[config.mk]
export PLATFORM = sky130hd
export DESIGN_NAME = nibble_serial_adder
export DESIGN_NICKNAME = d
export VERILOG_FILES = /design/src/rtl/nibble_adder_pkg.sv /design/src/rtl/adder_slice4.sv /design/src/rtl/nibble_serial_adder.sv
export SDC_FILE = /design/constraint.sdc
export NUM_CORES = 1
export LEC_CHECK = 0
export ABC_AREA = 1
export BUFFER_PORTS_ARGS = -buffer_cell sky130_fd_sc_hd__buf_2
export CAP_MARGIN = 20
export CORE_ASPECT_RATIO = 1.25
export CORE_MARGIN = 2
export CORE_UTILIZATION = 35
export DETAILED_ROUTE_END_ITERATION = 6
export GPL_ROUTABILITY_DRIVEN = 0
export HOLD_SLACK_MARGIN = 0.08
export MAX_ROUTING_LAYER = met4
export SETUP_SLACK_MARGIN = 0.3
export SYNTH_ARGS = -nofsm -noshare
export SYNTH_HDL_FRONTEND = slang
export SYNTH_HIERARCHICAL = 1
export SYNTH_SLANG_ARGS = --single-unit
export TNS_END_PERCENT = 20
[constraint.sdc]
create_clock -name clk -period 3.9 [get_ports clk]
set_input_delay 0.195 -clock clk [delete_from_list [all_inputs] [get_ports clk]]
set_output_delay 0.195 -clock clk [all_outputs]
set_load 0.05 [all_outputs]
[src/rtl/nibble_adder_pkg.sv]
// Shared types and constants for the nibble-serial adder.
package nibble_adder_pkg;

    localparam int SLICE_W = 4;

    typedef enum logic [1:0] {
        IDLE = 2'd0,
        RUN  = 2'd1,
        DONE = 2'd2
    } state_t;

endpackage

[src/rtl/adder_slice4.sv]
// 4-bit ripple-carry slice built from chained per-bit full-adder equations.
module adder_slice4
    import nibble_adder_pkg::*;
(
    input  logic [SLICE_W-1:0] a,
    input  logic [SLICE_W-1:0] b,
    input  logic               cin,
    output logic [SLICE_W-1:0] s,
    output logic               cout
);

    logic [SLICE_W:0] c;

    always_comb begin
        c[0] = cin;
        for (int i = 0; i < SLICE_W; i++) begin
            s[i]   = a[i] ^ b[i] ^ c[i];
            c[i+1] = (a[i] & b[i]) | (c[i] & (a[i] ^ b[i]));
        end
        cout = c[SLICE_W];
    end

endmodule

[src/rtl/nibble_serial_adder.sv]
// WIDTH-bit adder that reuses one 4-bit slice, one nibble per clock, LSB nibble first,
// with valid/ready handshakes on both the operand and result sides.
module nibble_serial_adder
    import nibble_adder_pkg::*;
#(
    parameter int WIDTH = 16
) (
    input  logic             clk,
    input  logic             rst_n,
    input  logic             in_valid,
    output logic             in_ready,
    input  logic [WIDTH-1:0] in_a,
    input  logic [WIDTH-1:0] in_b,
    input  logic             in_cin,
    output logic             out_valid,
    input  logic             out_ready,
    output logic [WIDTH-1:0] out_sum,
    output logic             out_cout
);

    localparam int N     = WIDTH / SLICE_W;
    localparam int IDX_W = (N > 1) ? $clog2(N) : 1;
    localparam logic [IDX_W-1:0] LAST_IDX = IDX_W'(N - 1);

    state_t             state_q, state_d;
    logic [WIDTH-1:0]   a_q, b_q, sum_q;
    logic               carry_q, cout_q;
    logic [IDX_W-1:0]   idx_q;

    logic               load, step, last;
    logic [SLICE_W-1:0] a_nib, b_nib, s_nib;
    logic               c_nib;

    // State register
    // NOTE: sequential state is assigned with <= so every flop samples pre-edge values.
    always_ff @(posedge clk or negedge rst_n) begin
        if (!rst_n) state_q <= IDLE;
        else        state_q <= state_d;
    end

    // Next-state logic
    always_comb begin
        // NOTE: default assignment first so no path leaves state_d unassigned (no latch).
        state_d = state_q;
        case (state_q)
            IDLE:    if (in_valid)  state_d = RUN;
            RUN:     if (last)      state_d = DONE;
            DONE:    if (out_ready) state_d = IDLE;
            default:                state_d = IDLE;
        endcase
    end

    // Outputs decoded from registered state only
    always_comb begin
        in_ready  = (state_q == IDLE);
        out_valid = (state_q == DONE);
        load      = in_ready & in_valid;
        step      = (state_q == RUN);
    end

    assign last = (idx_q == LAST_IDX);

    // Select the active nibble of each operand
    always_comb begin
        a_nib = '0;
        b_nib = '0;
        for (int i = 0; i < N; i++) begin
            if (idx_q == IDX_W'(i)) begin
                a_nib = a_q[i*SLICE_W +: SLICE_W];
                b_nib = b_q[i*SLICE_W +: SLICE_W];
            end
        end
    end

    adder_slice4 u_slice (
        .a    (a_nib),
        .b    (b_nib),
        .cin  (carry_q),
        .s    (s_nib),
        .cout (c_nib)
    );

    // Operand, carry, index and result registers
    always_ff @(posedge clk or negedge rst_n) begin
        if (!rst_n) begin
            // NOTE: datapath registers are reset too, so out_sum/out_cout read 0 from reset.
            a_q     <= '0;
            b_q     <= '0;
            sum_q   <= '0;
            carry_q <= 1'b0;
            cout_q  <= 1'b0;
            idx_q   <= '0;
        end else if (load) begin
            a_q     <= in_a;
            b_q     <= in_b;
            carry_q <= in_cin;
            idx_q   <= '0;
        end else if (step) begin
            carry_q <= c_nib;
            for (int i = 0; i < N; i++) begin
                if (idx_q == IDX_W'(i)) sum_q[i*SLICE_W +: SLICE_W] <= s_nib;
            end
            if (last) cout_q <= c_nib;
            else      idx_q  <= idx_q + IDX_W'(1);
        end
    end

    assign out_sum  = sum_q;
    assign out_cout = cout_q;

endmodule

==> summary.md <==
| Metric | Value |
|---|---|
| PortBufs | 55 |
| Async SR Flop Fraction | 100% |
| Clock sinks | 54 |
| Clk pwr share | 13.4% |
| CTS tree | built |
| Flop-to-flop setup slack | 0.64 ns |
| Area Growth Syn to Fin | 22.1% |
| Combinational power share | 53.3% |
| Commonest cells post-synth | nand2_1, dfrtp_1, inv_1, a21oi_1 |
| Std cell rows | 34 |
| # H-tree levels | 2 |
| VDD IR-drop max | 0.404 mV |
| CTS resizes | 0 |
| Setup TNS | 0 ns |
| CTS clock-pin slew for the worst setup and hold paths | 0.10 ns |
| Top FF cell, synth | dfrtp_1 |
| LEAKAGE | 1.70 nW |
| Min-Delay Path Class | in -> reg |
| Final setup fails | 0 |
| Max transition margin | 56.4% |
| Drt wl/cell | 11.9 µm |
| Setup crit end kind | flop |
| Area of the die | 7970 µm² |
| Total core area | 7020 µm² |
| Chip Width | 80.3 µm |
| Worst-margin pin slew | 0.654 ns |
| Vias after detailed routing | 2057 |
| Die Y | 99.3 µm |
| DRT Wirelength | 5540 µm |
| Share of cells above drive strength 1 | 18.4% |
| CTS buffer count | 5 |
| RSZ-0062 raised after global routing | false |
| Largest net degree at the start of global routing | 55 |
| Critical path startpoint category | flop |
| Total power | 2.95 mW |
| Top-count cell post-synth | nand2_1 |
| Syn_nets | 354 |
| Final Critical Period | 3.26 ns |
| Hold Slack | 0.0790 ns |
| Fmax achieved | 307 MHz |
| Worst hold endpoint | a_q[7]$_DFFE_PN0P_ |
| Seq pwr share | 33.4% |
| Power per cell area | 950 nW/µm² |
| Total global-route track usage | 14.8% |
| Vias per Instance | 4.43 |
| Hold Path Origin | in_a[7] |
| Cells after DPL | 441 |
| Clk_skew | 0.0132 ns |
| Fin nets | 418 |
| Fin worst setup slack | 0.640 ns |
| Starting Density | 36.3% |
| Fin crit share | 83.6% |
| Outcome | complete, no violations |
| Worst slack, placed | 0.643 ns |
| Sequential share of the synthesized area | 53.1% |
| Hold path depth | 3 |
| Critical-path maximum fanout | 10 |
| Critical path type | reg -> reg |
| DR pass1 iterations | 4 |
| First-pass GRT wire length | 9070 µm |
| ANT nets after route | 0 |
| Worst R2R Path Depth | 17 |
| Pins over their slew limit | 0 |
| Syn. warnings | 6 |
| Synthesized cell area | 2540 µm² |
| Initial antenna violation count | 0 |
| Psw | 1.47 mW |
| CTS Root Cell | clkbuf_8 |
| Initial DRC Count | 85 |
| # IOs | 56 |
| CP Data Required Time | 4.13 ns |
| Post-synth top area cell | dfrtp_1 |
| Sw frac | 49.7% |
| Clock latency on the worst-skew pair | 0.31 ns |
| Final Hold Viols | 0 |
| Top cells by area, synth | dfrtp_1, nand2_1, inv_1 |
| Top-area cell type share of the netlist area | 53.1% |
| Post-synthesis average cell area | 8.24 µm² |
| Critical R2R Capture | out_sum[11]$_DFFE_PN0P_ |
| Reg2reg start | idx_q[1]$_DFFE_PN0P_ |
| Maximum root-to-sink buffer count | 2 |
| Vias in the first global route | 1960 |
| N_diodes | 0 |
| Dpl hpwl | 4100 µm |
| Post-Syn Instances | 309 |
| Fin cells | 464 |
| CP arrival | 3.49 ns |
| Register bit total from synthesis | 54 |
| Synth unique cells | 18 |
| Internal power | 1.48 mW |
| Drc violations | 0 |
| Max-cap violations | 0 |
| Grt total ovfl | 0 |
| Number of enable flip-flop cells after synthesis | 0 |
## worst max path at each step
stage	startpoint	to	slack [ns]	cells past startpoint
after floorplan	idx_q[0]$_DFFE_PN0P_	out_sum[3]$_DFFE_PN0P_	0.98	17
after global placement	idx_q[0]$_DFFE_PN0P_	out_sum[11]$_DFFE_PN0P_	0.79	15
after detailed placement	idx_q[0]$_DFFE_PN0P_	out_sum[11]$_DFFE_PN0P_	0.64	15
after CTS	idx_q[1]$_DFFE_PN0P_	out_sum[11]$_DFFE_PN0P_	0.63	17
after global routing	idx_q[1]$_DFFE_PN0P_	out_sum[3]$_DFFE_PN0P_	0.37	17
final	idx_q[1]$_DFFE_PN0P_	out_sum[11]$_DFFE_PN0P_	0.64	17
## flip-flops by register name, indices dropped and copies added, names as in the netlist
register	flops
a_q	16
b_q	16
carry_q	1
idx_q	2
out_cout	1
out_sum	16
state_q	2
## kinds of logic after synthesis
logic type / share of synthesized area (%)
DFF: 53.1
buffers and inverters: 8.70
adders and majority gates: 5.11
AOI/OAI and AO/OA: 8.36
and+or+nand+nor: 24.7
## placed cells by master, fill, tap and decap left out
cell and instances:
a21oi_1 16, buf_4 1, ha_1 4, fa_1 4
nor2_2 1, dfrtp_1 54, o21ai_0 12, buf_2 55
inv_6 1, nor2_4 1, nand3_1 13, inv_1 29
clkbuf_8 6, nand2_1 142, bufinv_16 1, o21ai_1 13
nand2_2 1, inv_2 2, o31ai_1 1, nor2_1 2
dlygate4sd3_1 15
## layout make-up
type                            instances  area (µm²)
Inverter                               31         116
Clock inverter                          2        38.8
Multi-Input combinational cell        210         972
Clock buffer                            6        82.6
Fill cell                             712        3910
Sequential cell                        54        1350
Timing Repair Buffer                   71         433
Tap cell                               90         113
## per-stage QoR
stage               cell area, µm²  util, %
global placement              2840     40.4
CTS                           3080     43.8
floorplan                     2540        -
detailed placement            2840     40.4
global route                  3110     44.3
finish                        3110     44.3
## critical path: stages (launching register included)
cell and delay [ns]:
dfrtp_1 0.43, inv_1 0.09, ha_1 0.36, inv_1 0.21, nand3_1 0.11, nand2_1 0.06
nand2_1 0.05, nand2_1 0.07, fa_1 0.42, inv_1 0.07, fa_1 0.17, inv_1 0.05
fa_1 0.35, inv_1 0.07, fa_1 0.40, inv_1 0.06, inv_1 0.06, o21ai_0 0.16
## metal layers
layer | global-route usage, % | up-vias | share of wire, %
met2 | 23.1 | 53 | 46
met5 | - | - | 0
met1 | 19.2 | 918 | 48
met4 | 5.08 | 0 | 1.6
li1 | - | 1076 | -
met3 | 2.99 | 10 | 4.4
## power by group through the flow
| stage | Clock [mW] | Combinational [mW] | Sequential, mW |
|---|---|---|---|
| 2_1_floorplan | 0 | 0.967 | 1.22 |
| 3_3_place_gp | 0 | 1.54 | 0.993 |
| 3_5_place_dp | 0 | 1.58 | 0.993 |
| 4_1_cts | 0.402 | 1.59 | 0.984 |
| 5_1_grt | 0.430 | 1.79 | 1.01 |
| 6_report | 0.395 | 1.57 | 0.986 |
## timing repair
action,in CTS,in global routing
hold endpoints to repair,65,3
hold buffers,12,3
buffers inserted,0,0
(Power assumes the default switching activity.)
